--- src/rtl/nlfsr_pkg.sv ---
// Shared types and constants for the NLFSR tap-search front end.
package nlfsr_pkg;

    localparam int COEF_W = 8;

    typedef enum logic [2:0] {
        IDLE,
        WAIT_RDY,
        LOAD,
        RUN,
        NEXT,
        DONE
    } state_t;

    function automatic int max_tap(input int bytes);
        return bytes * 8 - 1;
    endfunction

endpackage

--- src/rtl/nlfsr_tap_feeder_if.sv ---
// Coefficient/verdict link between the tap feeder and the NLFSR core.
interface nlfsr_tap_feeder_if;
    import nlfsr_pkg::*;

    logic              ready;
    logic              failure;
    logic              found;
    logic              ena;
    logic              take_coef;
    logic [COEF_W-1:0] coef;

    modport master (
        input  ready, failure, found,
        output ena, take_coef, coef
    );

    modport slave (
        output ready, failure, found,
        input  ena, take_coef, coef
    );

endinterface

--- src/rtl/nlfsr_comb_next.sv ---
// Lexicographic successor of a strictly increasing tap combination.
module nlfsr_comb_next
    import nlfsr_pkg::*;
#(
    parameter int BYTES       = 4,
    parameter int NUM_OF_TAPS = 2
) (
    input  logic [NUM_OF_TAPS-1:0][COEF_W-1:0] taps,
    output logic [NUM_OF_TAPS-1:0][COEF_W-1:0] taps_next,
    output logic                               exhausted
);

    localparam int MAX_TAP = max_tap(BYTES);

    logic        have_pivot;
    int unsigned pivot;

    always_comb begin
        have_pivot = 1'b0;
        pivot      = 0;
        taps_next  = taps;
        // Rightmost position still below its ceiling MAX_TAP-(N-1-i)
        for (int unsigned i = 0; i < NUM_OF_TAPS; i++) begin
            if (taps[i] < COEF_W'(MAX_TAP - NUM_OF_TAPS + 1 + int'(i))) begin
                have_pivot = 1'b1;
                pivot      = i;
            end
        end
        for (int unsigned j = 0; j < NUM_OF_TAPS; j++) begin
            if (j == pivot) begin
                taps_next[j] = taps[j] + 1'b1;
            end else if (j > pivot) begin
                taps_next[j] = taps_next[j-1] + 1'b1;
            end
        end
        exhausted = !have_pivot;
    end

endmodule

--- src/rtl/nlfsr_tap_feeder.sv ---
// Enumerates tap combinations, feeds them to the NLFSR byte by byte and
// tallies the found/failure verdicts, with a watchdog on missing verdicts.
module nlfsr_tap_feeder
    import nlfsr_pkg::*;
#(
    parameter int BYTES       = 4,
    parameter int NUM_OF_TAPS = 2,
    parameter int TIMEOUT_CYC = 4096,
    parameter int CNT_W       = 16
) (
    input  logic                          clk,
    input  logic                          res,
    input  logic                          start,
    nlfsr_tap_feeder_if.master            nlfsr,
    output logic                          busy,
    output logic                          done,
    output logic                          timeout_err,
    output logic [CNT_W-1:0]              found_cnt,
    output logic [CNT_W-1:0]              cand_cnt,
    output logic [NUM_OF_TAPS*COEF_W-1:0] last_found
);

    localparam int K_W  = (NUM_OF_TAPS > 1) ? $clog2(NUM_OF_TAPS) : 1;
    localparam int WD_W = (TIMEOUT_CYC > 2) ? $clog2(TIMEOUT_CYC) : 1;

    typedef logic [NUM_OF_TAPS-1:0][COEF_W-1:0] tap_vec_t;

    state_t            state, state_next;
    tap_vec_t          taps, taps_next;
    logic              exhausted;
    logic [K_W-1:0]    k;
    logic [WD_W-1:0]   wd;
    logic              wd_hit;
    logic              ena_c, take_coef_c;
    logic [COEF_W-1:0] coef_c;

    function automatic tap_vec_t first_taps();
        first_taps = '0;
        for (int unsigned i = 0; i < NUM_OF_TAPS; i++) begin
            first_taps[i] = COEF_W'(i + 1);
        end
    endfunction

    // tap[0] lands in the most significant byte
    function automatic logic [NUM_OF_TAPS*COEF_W-1:0] pack_taps(input tap_vec_t t);
        pack_taps = '0;
        for (int unsigned i = 0; i < NUM_OF_TAPS; i++) begin
            pack_taps[(NUM_OF_TAPS-1-i)*COEF_W +: COEF_W] = t[i];
        end
    endfunction

    nlfsr_comb_next #(
        .BYTES       (BYTES),
        .NUM_OF_TAPS (NUM_OF_TAPS)
    ) u_comb_next (
        .taps      (taps),
        .taps_next (taps_next),
        .exhausted (exhausted)
    );

    assign wd_hit = (wd == WD_W'(TIMEOUT_CYC - 1));

    always_ff @(posedge clk or posedge res) begin
        if (res) begin
            state <= IDLE;
        end else begin
            state <= state_next;
        end
    end

    always_comb begin
        state_next  = state;
        ena_c       = 1'b0;
        take_coef_c = 1'b0;
        coef_c      = '0;
        busy        = 1'b0;
        done        = 1'b0;
        case (state)
            IDLE: begin
                if (start) state_next = WAIT_RDY;
            end
            WAIT_RDY: begin
                busy  = 1'b1;
                ena_c = 1'b1;
                if (nlfsr.ready) state_next = LOAD;
            end
            LOAD: begin
                busy        = 1'b1;
                ena_c       = 1'b1;
                take_coef_c = 1'b1;
                coef_c      = taps[k];
                if (k == K_W'(NUM_OF_TAPS - 1)) state_next = RUN;
            end
            RUN: begin
                busy  = 1'b1;
                ena_c = 1'b1;
                if (nlfsr.found || nlfsr.failure || wd_hit) state_next = NEXT;
            end
            NEXT: begin
                busy       = 1'b1;
                ena_c      = 1'b1;
                state_next = exhausted ? DONE : WAIT_RDY;
            end
            DONE: begin
                done = 1'b1;
                if (start) state_next = WAIT_RDY;
            end
            default: state_next = IDLE;
        endcase
    end

    assign nlfsr.ena       = ena_c;
    assign nlfsr.take_coef = take_coef_c;
    assign nlfsr.coef      = coef_c;

    always_ff @(posedge clk or posedge res) begin
        if (res) begin
            taps        <= first_taps();
            k           <= '0;
            wd          <= '0;
            timeout_err <= 1'b0;
            found_cnt   <= '0;
            cand_cnt    <= '0;
            last_found  <= '0;
        end else begin
            case (state)
                IDLE, DONE: begin
                    if (start) begin
                        taps        <= first_taps();
                        k           <= '0;
                        wd          <= '0;
                        timeout_err <= 1'b0;
                        found_cnt   <= '0;
                        cand_cnt    <= '0;
                    end
                end
                WAIT_RDY: k <= '0;
                LOAD:     k <= k + 1'b1;
                RUN: begin
                    wd <= wd + 1'b1;
                    // found wins over failure and over a coincident expiry
                    if (nlfsr.found) begin
                        last_found <= pack_taps(taps);
                        if (found_cnt != '1) found_cnt <= found_cnt + 1'b1;
                    end else if (!nlfsr.failure && wd_hit) begin
                        timeout_err <= 1'b1;
                    end
                end
                NEXT: begin
                    wd <= '0;
                    if (cand_cnt != '1) cand_cnt <= cand_cnt + 1'b1;
                    if (!exhausted) taps <= taps_next;
                end
                default: ;
            endcase
        end
    end

endmodule

--- src/flat_wrapper.sv ---
// flat-port wrapper written by rule: the top's interface ports become plain ports
module nlfsr_tap_feeder_flat import nlfsr_pkg::*;
#(
    parameter int BYTES       = 4,
    parameter int NUM_OF_TAPS = 2,
    parameter int TIMEOUT_CYC = 4096,
    parameter int CNT_W       = 16
)
  (clk, res, start, busy, done, timeout_err, found_cnt, cand_cnt, last_found, nlfsr_ready, nlfsr_failure, nlfsr_found, nlfsr_ena, nlfsr_take_coef, nlfsr_coef);
  nlfsr_tap_feeder_if nlfsr_i ();
  input  logic clk;
  input  logic res;
  input  logic start;
  output logic busy;
  output logic done;
  output logic timeout_err;
  output logic [CNT_W-1:0] found_cnt;
  output logic [CNT_W-1:0] cand_cnt;
  output logic [NUM_OF_TAPS*COEF_W-1:0] last_found;
  input wire logic [$bits(nlfsr_i.ready)-1:0] nlfsr_ready;
  input wire logic [$bits(nlfsr_i.failure)-1:0] nlfsr_failure;
  input wire logic [$bits(nlfsr_i.found)-1:0] nlfsr_found;
  output wire logic [$bits(nlfsr_i.ena)-1:0] nlfsr_ena;
  output wire logic [$bits(nlfsr_i.take_coef)-1:0] nlfsr_take_coef;
  output wire logic [$bits(nlfsr_i.coef)-1:0] nlfsr_coef;
  assign nlfsr_i.ready = nlfsr_ready;
  assign nlfsr_i.failure = nlfsr_failure;
  assign nlfsr_i.found = nlfsr_found;
  assign nlfsr_ena = nlfsr_i.ena;
  assign nlfsr_take_coef = nlfsr_i.take_coef;
  assign nlfsr_coef = nlfsr_i.coef;
  nlfsr_tap_feeder #(.BYTES(BYTES), .NUM_OF_TAPS(NUM_OF_TAPS), .TIMEOUT_CYC(TIMEOUT_CYC), .CNT_W(CNT_W)) u_core (.clk(clk), .res(res), .start(start), .nlfsr(nlfsr_i), .busy(busy), .done(done), .timeout_err(timeout_err), .found_cnt(found_cnt), .cand_cnt(cand_cnt), .last_found(last_found));
endmodule
--- config.mk ---
export PLATFORM = sky130hd
export DESIGN_NAME = nlfsr_tap_feeder_flat
export DESIGN_NICKNAME = d
export VERILOG_FILES = /design/src/rtl/nlfsr_pkg.sv /design/src/rtl/nlfsr_tap_feeder_if.sv /design/src/rtl/nlfsr_comb_next.sv /design/src/rtl/nlfsr_tap_feeder.sv /design/src/flat_wrapper.sv
export SDC_FILE = /design/constraint.sdc
export NUM_CORES = 1
export LEC_CHECK = 0
export CAP_MARGIN = 30
export CORE_MARGIN = 10
export CORE_UTILIZATION = 29
export CTS_BUF_LIST = sky130_fd_sc_hd__clkbuf_8 sky130_fd_sc_hd__clkbuf_16
export DETAILED_ROUTE_END_ITERATION = 8
export HOLD_SLACK_MARGIN = 0.1
export PLACE_DENSITY = 0.49
export SLEW_MARGIN = 20
export SYNTH_ARGS = -nofsm -noshare
export SYNTH_HDL_FRONTEND = slang
export SYNTH_HIERARCHICAL = 1
export SYNTH_SLANG_ARGS = --single-unit
--- constraint.sdc ---
create_clock -name clk -period 2.5 [get_ports clk]
set_clock_uncertainty 0.05 [all_clocks]
set_input_delay 0.375 -clock clk [delete_from_list [all_inputs] [get_ports clk]]
set_output_delay 0.375 -clock clk [all_outputs]
set_load 0.01 [all_outputs]
* Word level (Yosys, flattened, before mapping) *
Index checks and enable logic that the tools add are counted.

word-level totals
  logic and storage cells = 97
  input bits = 6
  output and inout bits = 61
  register bits after elaboration = 81

operators by class
  mux-type cells = 35
  eq/ne operators = 20
  magnitude comparators = 5
  reductions and logical operators = 21
  add/subtract/negate cells = 7

operator list
  operator                                                                          number
  16-bit 2-to-1 mux                                                                 6
  16-bit one-hot mux with 2 select lines                                            3
  1-bit by 32-bit greater-than comparator with 1-bit output (first input constant)  2
  8-bit 2-to-1 mux                                                                  7
  12-bit one-hot mux with 3 select lines                                            1
  16-bit by 1-bit adder with 16-bit output (second input constant)                  2
  1-bit by 32-bit equality test with 1-bit output (first input constant)            1
  32-bit zero test                                                                  1
  16-bit != test (second input constant)                                            2
  8-bit by 1-bit adder with 8-bit output (second input constant)                    3
  8-bit by 5-bit less-than comparator with 1-bit output (second input constant)     2
  4-bit AND reduction                                                               4
  3-bit 2-to-1 mux                                                                  5
  3-bit one-hot mux with 5 select lines                                             1
  12-bit by 1-bit adder with 12-bit output (second input constant)                  1
  12-bit equality test (second input constant)                                      1
  12-bit 2-to-1 mux                                                                 1
  2-bit by 1-bit != test with 1-bit output (second input constant)                  6
  1-bit 2-to-1 mux                                                                  9
  2-bit != test (second input constant)                                             4
  3-bit by 2-bit equality test with 1-bit output (second input constant)            2
  3-bit equality test (second input constant)                                       2
  2-bit AND reduction                                                               3
  3-bit AND reduction                                                               2
  other kinds (14)                                                                  17

* Logic depth before layout (Yosys ltp) *
Gate-level depths: netlist (run 1).

  depth after elaboration = 10
  depth in mapped cells = 11
  gate-level depth less buffers = 11

* Hierarchy *
The synthesis (run 1) kept the hierarchy.

modules (own cells, without submodules)
  module            cells an instance  area an instance (um^2)  sequential area each (um^2)  instances
  nlfsr_tap_feeder  439                4073.9                   2029.4                       1
  nlfsr_comb_next   84                 533.0                    0.0                          1

* Worst setup path after synthesis (run 1) *
OpenSTA, ideal clock, no wires.

  path type = register to register
  start point = reg u_core/taps[13] (netlist name)
  end point = reg u_core/taps[14] (netlist name)
  data required time = 2.367 ns
  clock period less this slack = 2.784 ns
  data arrival time = 2.651 ns
  setup slack = -0.284 ns
  buffers on the path = 1
  library setup time = 0.083 ns
  stages on the path, launching flop included = 12
  cell sequence = dfrtp_1 > or3_1 > a21oi_1 > clkbuf_1 > o22a_1 > ha_1 > o21ai_0 > nor2_1 > or4b_1 > a21oi_1 > nand2_1 > o21ai_0

RTL lines
  what                    line                     text
  from (decl)             nlfsr_tap_feeder.sv:29   tap_vec_t taps, taps_next;
  from (signal assigned)  nlfsr_tap_feeder.sv:118  taps <= first_taps();
  from (signal assigned)  nlfsr_tap_feeder.sv:129  taps <= first_taps();
  from (signal assigned)  nlfsr_tap_feeder.sv:152  if (!exhausted) taps <= taps_next;

==> out/metrics.yaml, run 1 <==
grt_pass1_wl_um: 22400
yosysSeqAreaShare_pct: 44.05
synth_area_leaders: "dfrtp_1 43%, nand2_1 7.3%, o21ai_0 6.2%"
r2r_setup_slack_ns: 0.11
synth_top_family_by_area: "simple AND/OR/NAND/NOR gates"
cts_max_path_buffers: 2
gp_congestion: 0.8203
rr_startpoint: "u_core/taps[13]"
worstPathMaxFanout: 4
postCtsHoldBufs: 0
ys_top_cells_by_count: "90 x nand2_1, 79 x dfrtp_1, 57 x o21ai_0"
rr_worst_depth: 11
syn_area_um2: 4607
area_growth_pct: 33.84
wl_um: 13250
grt-ovfl-total: 0
clkSlewWorstSetupHoldPaths_ns: 0.07
drtIter0Drc: 230
clk_latency_ns: 0.35
drv_slew: 0
htreeDepth: 3
outcome: "complete, no violations"
synth.distinct_cells: 63
dp_hpwl_um: 9463
slowest_stage: "or4b_4"
ys.flop_type: "dfrtp_1"
worst_slew_pin_slew_ns: 0.6804
multiInputGateArea_um2: 2462
ant_nets: 0
cp.required_ns: 2.73
dr.pass1.iters: 4
initial_core_util_pct: 29.32
p_leak_nw: 2.505
fp-row-count: 46
muxShareOfSynthArea_pct: 5.894
synth_compound_area_share_pct: 15.10
cp.arrival_ns: 2.62
yosysTopAreaCell: "dfrtp_1"
cts_root_buf: "clkbuf_16"
sw_frac_of_total_pct: 34.42
vias_per_cell: 4.937
cellPowerDensity_nw_per_um2: 744.1
synth_xor_area_share_pct: 4.943
drive_above_1_share_pct: 17.86
relSlewSlack_pct: 54.64
synth_nets: 534
setup_slack_ns: 0.1062
io_pins: 67
cts_buffers: 9
grt_max_degree: 50
fin_crit_sh_pct: 95.75
r2r_end: "u_core/taps[14]"
crit_chain: "or3_4 > a21o_1 > nand2_1 > o21a_1 > ha_2 > o21ai_2 > nor2_1 > or4b_4 > a21oi_2 > nand2_1 > o21ai_2"
finalCriticalPeriod_ns: 2.394
dieArea_um2: 21330
grt_usage_pct: 12.67
ir_drop_mv: 0.3662
num-fill-cells: 1600
portBuffers: 66
route.detailed.drc: 0
core_region_area_um2: 15710
cts_sinks: 81
hold_class: "input pin to asynchronous set/reset pin"
seq_area_um2: 2032
fmax_mhz: 417.7
synth-seq-cells: 81
synth_edf_count: 0
hold_violations: 0
syn_inst: 523
critPathLaunchType: "flip-flop"
switching_power_mw: 1.579
dp_worst_setup_slack_ns: -0.05541
grt_setup_unrepaired: "yes"
ys_warn_count: 6
crit_type: "flip-flop to flip-flop"
wl_per_cell_um: 15.72
final_nets: 633
setup_viol_count_final: 0
clkPwrFrac_pct: 32.3
synth_fa_ha_area_share_pct: 1.358
yosysMostFrequentCell: "nand2_1"
async_flop_share_pct: 100.0
max_stage_delay_ns: 0.46
fp.dieH_um: 146.0
maxCapViolCount: 0
cts_tree: "done"
antenna_found_initial: 0
vias: 4162
endpoint_kind: "flip-flop"
grt_pass1_vias: 4289
synth.avg_cell_area_um2: 8.809
die_x_um: 146.0
seqPwrFrac_pct: 35.9
yosysTopAreaCellShare_pct: 42.91
n_antenna_cell: 0
setup_tns_ns: 0
comb_power_share_pct: 31.8
synth_simple_gate_area_share_pct: 25.10
internal-power_mw: 3.009
==> power groups by stage <==
stage / Clock [mW] / Combinational (mW) / Sequential, mW
after floorplan: 0 / 0.950 / 1.60
after global placement: 0 / 1.43 / 1.66
after detailed placement: 0 / 1.45 / 1.67
after CTS: 1.53 / 1.46 / 1.65
after global routing: 1.57 / 1.62 / 1.68
final: 1.48 / 1.46 / 1.65
==> cells by family (layout without fill, tap and decap cells) <==
kind of cell	Yosys count	after routing
compound gates	118	118
xor+xnor	26	26
fa+ha+maj	5	5
simple gates	235	235
mux	25	25
flops	81	81
buf+inv	33	137
==> cells in the final DEF (no fill, tap or decap), types with 8 or more instances in the layout <==
cell type	count
xor2_1	12
buf_4	45
mux2_2	17
nand4_1	10
clkdlybuf4s50_1	66
nand3_1	29
mux2i_1	8
a21oi_1	18
dfrtp_1	77
a31oi_1	10
nor2_1	45
clkbuf_16	9
nor3_1	12
nand2_1	89
xnor2_1	14
o21ai_0	55
==> worst max path at each step <==
| stage | from | end | depth (start not counted) |
|---|---|---|---|
| floorplan | u_core/taps[13] | u_core/taps[14] | 11 |
| detailed placement | u_core/taps[13] | u_core/taps[14] | 11 |
| global placement | u_core/taps[13] | u_core/taps[14] | 11 |
| CTS | u_core/taps[13] | u_core/taps[14] | 11 |
| finish | u_core/taps[13] | u_core/taps[14] | 11 |
| global route | u_core/taps[13] | u_core/taps[14] | 11 |
==> through the flow <==
step	utilization [%]	hold WS, ns	area [um^2]	cells	power [mW]
after floorplan	-	0.4314	4637	523	2.546
after global placement	36.73	0.4233	5771	822	3.095
after detailed placement	36.73	0.4398	5771	822	3.119
after CTS	38.93	0.3326	6117	840	4.638
after global routing	39.24	0.3539	6166	843	4.865
final	39.24	0.3271	6166	843	4.588
==> layout make-up <==
cell class / instances / share of cell area, %
clock buffer: 10 / 3.876
clock inverter: 6 / 1.461
inverter: 8 / 0.5479
multi-input combinational: 409 / 39.94
sequential: 81 / 32.95
tap: 216 / 4.383
timing repair buffer: 113 / 16.84
==> routing by layer <==
layer	track usage, %	up-vias	wire length, um
met5	0	-	0
met4	4.404	0	181
met3	3.307	11	593
met2	21.34	76	6465
met1	15.33	2027	6011
li1	-	2048	-
==> registers in the layout (all words and copies together) (netlist names) <==
| signal | count |
|---|---|
| u_core/cand_cnt | 16 |
| u_core/last_found | 16 |
| u_core/state | 3 |
| u_core/timeout_err | 1 |
| u_core/k | 1 |
| u_core/wd | 12 |
| u_core/found_cnt | 16 |
| u_core/taps | 16 |
==> repair_timing <==
action                     CTS  global route
gates resized for setup      3             8
pin swaps                    0             2
setup endpoints to repair    9            10
buffers inserted             2             3
==> critical path: cells and delay by family (launching register included) <==
kind	cells	cell delay, ns
AOI/OAI and AO/OA	5	0.65
adders and majority gates	1	0.19
DFF	1	0.37
and+or+nand+nor	5	1.07
No activity file was read; power rests on OpenSTA's default activity.
==> run 2, diff against run 1 <==
--- a/config.mk
+++ b/config.mk
@@ -6,12 +6,14 @@
 export NUM_CORES = 1
 export LEC_CHECK = 0
 export CAP_MARGIN = 30
+export CELL_PAD_IN_SITES_DETAIL_PLACEMENT = 0
+export CELL_PAD_IN_SITES_GLOBAL_PLACEMENT = 1
 export CORE_MARGIN = 10
 export CORE_UTILIZATION = 29
 export CTS_BUF_LIST = sky130_fd_sc_hd__clkbuf_8 sky130_fd_sc_hd__clkbuf_16
 export DETAILED_ROUTE_END_ITERATION = 8
 export HOLD_SLACK_MARGIN = 0.1
-export PLACE_DENSITY = 0.49
+export PLACE_DENSITY = 0.61
 export SLEW_MARGIN = 20
 export SYNTH_ARGS = -nofsm -noshare
 export SYNTH_HDL_FRONTEND = slang
==> run 2 against run 1 <==
Net effect: utilization is 0.72 points lower; first-iteration DRC count is 4.3% lower; routed wire length is 0.89% lower; largest power group unchanged; sequential power hardly changed; via count is 1.1% lower; clock power is 9% lower.
==> out/metrics.yaml, run 2 (synthesized netlist as in run 1, its figures left out) <==
outcome: "complete, no violations"
antenna_found_initial: 0  # unchanged
dieArea_um2: 21330  # unchanged
worst_slew_pin_slew_ns: 0.6009  # -0.07946 ns
area_growth_pct: 31.37
fin_area_um2: 6052  # -1.8%
internal-power_mw: 2.874  # -4.5%
fp-row-count: 46  # unchanged
hold_violations: 0  # unchanged
grt_setup_unrepaired: "yes"
rr_startpoint: "u_core/taps[13]"
crit_type: "flip-flop to flip-flop"
initial_core_util_pct: 29.32  # unchanged
maxCapViolCount: 0  # unchanged
die_x_um: 146.0  # unchanged
sw_frac_of_total_pct: 35.17  # +0.75 points
cts_max_path_buffers: 2  # unchanged
clkSlewWorstSetupHoldPaths_ns: 0.06  # about the same
cts_root_buf: "clkbuf_16"
ir_drop_mv: 0.3304  # -9.8%
hold_class: "flip-flop to flip-flop"
dp_hpwl_um: 9243  # -2.3%
io_pins: 67  # unchanged
cp.arrival_ns: 2.68  # +0.06 ns
final_nets: 623  # -1.6%
n_antenna_cell: 0  # unchanged
p_leak_nw: 2.439  # -2.6%
ant_nets: 0  # unchanged
clkPwrFrac_pct: 30.3  # -2.0 points
relSlewSlack_pct: 59.52  # +4.9 points
cellPowerDensity_nw_per_um2: 732.5  # -1.6%
portBuffers: 66  # unchanged
cts_tree: "done"
dr.pass1.iters: 5  # +1
route.detailed.drc: 0  # unchanged
finalCriticalPeriod_ns: 2.463  # +0.06871 ns
rr_worst_depth: 11  # unchanged
cts_buffers: 9  # unchanged
setup_viol_count_final: 0  # unchanged
drive_above_1_share_pct: 16.21  # -1.7 points
gp_congestion: 0.8322  # +1.5%
stdcell_count: 833  # -1.2%
grt-ovfl-total: 0  # unchanged
htreeDepth: 3  # unchanged
cp.required_ns: 2.72  # about the same
grt_pass1_wl_um: 21590  # -3.6%
comb_power_share_pct: 32.9  # +1.1 points
drv_slew: 0  # unchanged
wl_per_cell_um: 15.77  # +0.30%
grt_max_degree: 82  # +64%
switching_power_mw: 1.559  # -1.3%
wl_um: 13130  # -0.89%
drtIter0Drc: 220  # -4.3%
seqPwrFrac_pct: 36.8  # +0.9 points
worstPathMaxFanout: 4  # unchanged
vias: 4116  # -1.1%
grt_pass1_vias: 4002  # -6.7%
place_inst: 814  # -0.97%
critPathLaunchType: "flip-flop"
fmax_mhz: 406.1  # -2.8%
fin_crit_sh_pct: 98.50  # +2.7 points
hp-start: "u_core/timeout_err"
fp.dieH_um: 146.0  # unchanged
dpl_cell_area_um2: 5710  # -1.0%
final_common_cell: "nand2_1"
cts_sinks: 81  # unchanged
critPathLaunch: "u_core/taps[13]"
final_cell_mix: "89 x nand2_1, 78 x dfrtp_1, 66 x clkdlybuf4s50_1"
core_region_area_um2: 15710  # unchanged
hold_depth: 2
endpoint_kind: "flip-flop"
vias_per_cell: 4.941  # about the same
grt_usage_pct: 12.27  # -0.40 points
clk_latency_ns: 0.34  # about the same
## run 2: final timing paths
path	slack, ns	end
min in group asynchronous	0.46	u_core/found_cnt[8]
max	0.04	u_core/taps[14]
min	0.44	u_core/timeout_err
min reg2reg	0.44	u_core/timeout_err
max in group asynchronous	1.57	u_core/taps[0]
max reg2reg	0.04	u_core/taps[14]
## run 2: final cells by class
| cell class | instances | area, um^2 |
|---|---|---|
| Tap cell | 216 | 270.3 |
| Clock buffer | 9 | 225.2 |
| Fill cell | 1566 | 9661 |
| Timing Repair Buffer | 103 | 963.4 |
| Sequential cell | 81 | 2031 |
| Clock inverter | 7 | 71.32 |
| Multi-Input combinational cell | 409 | 2457 |
| Inverter | 8 | 33.78 |
## run 2: repair_timing
item / 4_1_cts / 5_1_grt
hold buffers: 0 / 0
resized for setup: 1 / 8
buffers inserted: 0 / 3
endpoints found under the setup margin: 1 / 17
## run 2: stage by stage
step	utilization (%)	total power, mW	TNS, ns	setup slack (ns)	hold slack, ns
2_1_floorplan	-	2.546	0	0.005024	0.4314
3_3_place_gp	36.34	3.073	0	0.02266	0.4203
3_5_place_dp	36.34	3.086	0	0.007728	0.4328
4_1_cts	38.23	4.455	0	0.02637	0.4477
5_1_grt	38.52	4.720	-0.1172	-0.1172	0.4752
6_report	38.52	4.433	0	0.03745	0.4448
## run 2: worst max-delay path, cell delays in order, from the launching register on
cell     delay (ns)
dfrtp_1        0.38
or3_4          0.42
a21o_1         0.20
nand2_1        0.07
o21a_1         0.14
ha_2           0.19
o21ai_1        0.08
nor2_1         0.08
or4b_1         0.46
a21oi_2        0.15
nand2_1        0.05
o21ai_1        0.12
## run 2: power by group through the flow
stage / sequential, mW / combinational [mW] / clock [mW]
detailed placement: 1.66 / 1.42 / 0
global route: 1.66 / 1.61 / 1.45
finish: 1.63 / 1.46 / 1.34
floorplan: 1.60 / 0.950 / 0
global placement: 1.66 / 1.41 / 0
CTS: 1.64 / 1.43 / 1.39
## run 2: per-layer routing
metal | vias to the layer above | track usage, % | wire length (um)
met5 | - | 0 | 0
met4 | 0 | 4.254 | 160
li1 | 2029 | - | -
met1 | 2013 | 16.25 | 6433
met3 | 11 | 2.843 | 500
met2 | 63 | 19.22 | 6040
==> run 3, diff against run 2 <==
--- a/config.mk
+++ b/config.mk
@@ -8,7 +8,6 @@
 export CAP_MARGIN = 30
 export CELL_PAD_IN_SITES_DETAIL_PLACEMENT = 0
 export CELL_PAD_IN_SITES_GLOBAL_PLACEMENT = 1
-export CORE_MARGIN = 10
 export CORE_UTILIZATION = 29
 export CTS_BUF_LIST = sky130_fd_sc_hd__clkbuf_8 sky130_fd_sc_hd__clkbuf_16
 export DETAILED_ROUTE_END_ITERATION = 8
==> run 3 against run 2 <==
Net effect: total power is 1.6% higher; critical path type unchanged; cell area is 0.87% higher; largest power group unchanged; sequential power hardly changed.
==> out/metrics.yaml, run 3 (synthesized netlist as in run 1, its figures left out) <==
hold_violations: 0  # unchanged
route.detailed.drc: 0  # unchanged
grt_setup_unrepaired: "yes"
fmax_mhz: 407.9  # +0.44%
seqPwrFrac_pct: 35.9  # -0.9 points
ant_nets: 0  # unchanged
grt-ovfl-total: 0  # unchanged
hold_depth: 2  # unchanged
endpoint_kind: "flip-flop"
grt_pass1_wl_um: 21360  # -1.1%
cp.required_ns: 2.72  # about the same
clk_latency_ns: 0.35  # about the same
whs_ns: 0.4436  # -0.001198 ns
core_region_area_um2: 15370  # -2.2%
dr.pass1.iters: 5  # unchanged
die_x_um: 128.0  # -12%
grt_pass1_vias: 4027  # +0.62%
htreeDepth: 3  # unchanged
crit_type: "flip-flop to flip-flop"
fin_total_pwr_mw: 4.504  # +1.6%
critPathLaunchType: "flip-flop"
maxCapViolCount: 0  # unchanged
cellPowerDensity_nw_per_um2: 737.8  # +0.72%
cts_sinks: 81  # unchanged
crit_path_frequent_cell: "nand2_1"
setup_viol_count_final: 0  # unchanged
drtIter0Drc: 257  # +17%
grt_max_degree: 82  # unchanged
cts_buffers: 9  # unchanged
area_growth_pct: 32.51
hp-start: "u_core/timeout_err"
n_antenna_cell: 0  # unchanged
ir_drop_mv: 0.3571  # +8.1%
dp_hpwl_um: 8863  # -4.1%
outcome: "complete, no violations"
cp.arrival_ns: 2.67  # about the same
place_inst: 815  # +0.12%
drive_above_1_share_pct: 16.24  # +0.030 points
cts_tree: "done"
final_cell_mix: "90 x nand2_1, 79 x dfrtp_1, 66 x clkdlybuf4s50_1"
hold_class: "flip-flop to flip-flop"
internal-power_mw: 2.961  # +3.0%
critPathBufInv: 0  # unchanged
max_stage_delay_ns: 0.46  # about the same
clkSlewWorstSetupHoldPaths_ns: 0.06  # about the same
clkPwrFrac_pct: 31.0  # +0.7 points
cp_num_cells: 11  # unchanged
sw_frac_of_total_pct: 34.26  # -0.90 points
grt_usage_pct: 16.71  # +4.4 points
vias: 4155  # +0.95%
cts_max_path_buffers: 2  # unchanged
dpl_cell_area_um2: 5762  # +0.90%
dieArea_um2: 16390  # -23%
switching_power_mw: 1.543  # -1.0%
cts_root_buf: "clkbuf_16"
crit_family: "simple AND/OR/NAND/NOR gates"
portBuffers: 66  # unchanged
gp_congestion: 0.8317  # about the same
crit_chain: "or3_4 > a21o_1 > nand2_1 > o21a_1 > ha_2 > o21ai_2 > nor2_1 > or4b_4 > a21oi_2 > nand2_1 > o21ai_1"
p_leak_nw: 2.483  # +1.8%
wl_um: 12630  # -3.8%
rr_startpoint: "u_core/taps[13]"
fp-row-count: 45  # -2.2%
vias_per_cell: 4.988  # +0.95%
fp.dieH_um: 128.0  # -12%
critPathLaunch: "u_core/taps[13]"
final_nets: 628  # +0.80%
drv_slew: 0  # unchanged
comb_power_share_pct: 33.1  # +0.2 points
rr_worst_depth: 11  # unchanged
fin_area_um2: 6105  # +0.87%
wl_per_cell_um: 15.16  # -3.8%
slowest_stage: "or4b_4"
stdcell_count: 833  # unchanged
finalCriticalPeriod_ns: 2.452  # -0.01083 ns
fin_crit_sh_pct: 98.07  # -0.43 points
multiInputGateArea_um2: 2457  # unchanged
initial_core_util_pct: 29.97  # +0.65 points
antenna_found_initial: 0  # unchanged
io_pins: 67  # unchanged
worst_slew_pin_slew_ns: 0.6870  # +0.08613 ns
num-fill-cells: 1544  # -1.4%
seq_area_um2: 2029  # about the same
relSlewSlack_pct: 54.20  # -5.3 points
postCtsHoldBufs: 0  # unchanged
setup_tns_ns: 0  # unchanged
worstPathMaxFanout: 4  # unchanged
final_common_cell: "nand2_1"
[run 3: worst paths after layout]
| check | endpoint | slack, ns |
|---|---|---|
| max | u_core/taps[14] | 0.05 |
| min | u_core/timeout_err | 0.44 |
| max reg2reg | u_core/taps[14] | 0.05 |
| min reg2reg | u_core/timeout_err | 0.44 |
| max in group asynchronous | u_core/taps[9] | 1.58 |
| min in group asynchronous | u_core/cand_cnt[15] | 0.45 |
[run 3: through the flow]
| step | utilization (%) | worst slack (ns) |
|---|---|---|
| CTS | 39.58 | 0.02325 |
| global placement | 37.48 | 0.04783 |
| detailed placement | 37.48 | -0.02184 |
| floorplan | - | 0.005024 |
| global route | 39.72 | -0.09371 |
| finish | 39.72 | 0.04828 |
[run 3: worst register-to-register path, cell delays in order, from the launching register on]
cell	delay [ns]
dfrtp_1	0.37
or3_4	0.42
a21o_1	0.20
nand2_1	0.08
o21a_1	0.16
ha_2	0.20
o21ai_2	0.06
nor2_1	0.08
or4b_4	0.46
a21oi_2	0.12
nand2_1	0.06
o21ai_1	0.12
[run 3: area by class of cell]
cell class | instances | area share, %
clock inverters | 7 | 1.332
inverters | 8 | 0.5534
clock buffers | 9 | 3.689
repair buffers | 108 | 16.60
multi-input cells | 409 | 40.25
flip-flops and latches | 81 | 33.24
well taps | 211 | 4.325
[run 3: power groups by stage]
| stage | registers, mW | logic, mW | clock network [mW] |
|---|---|---|---|
| CTS | 1.62 | 1.51 | 1.44 |
| global route | 1.64 | 1.64 | 1.50 |
| floorplan | 1.60 | 0.950 | 0 |
| finish | 1.62 | 1.49 | 1.39 |
| detailed placement | 1.64 | 1.50 | 0 |
| global placement | 1.63 | 1.49 | 0 |
[run 3: repair_timing]
item,4_1_cts,5_1_grt
pin swaps,0,1
setup buffers,2,0
hold endpoints to repair,0,0
setup endpoints to repair,1,5
gates resized for setup,1,7
[run 3: metal layers]
layer,share of wire (%),global-route usage [%],vias to the layer above
met4,1.1,5.052,0
li1,-,-,2047
met3,4.3,4.424,8
met5,0,0,-
met2,45,25.48,87
met1,49,23.09,2013
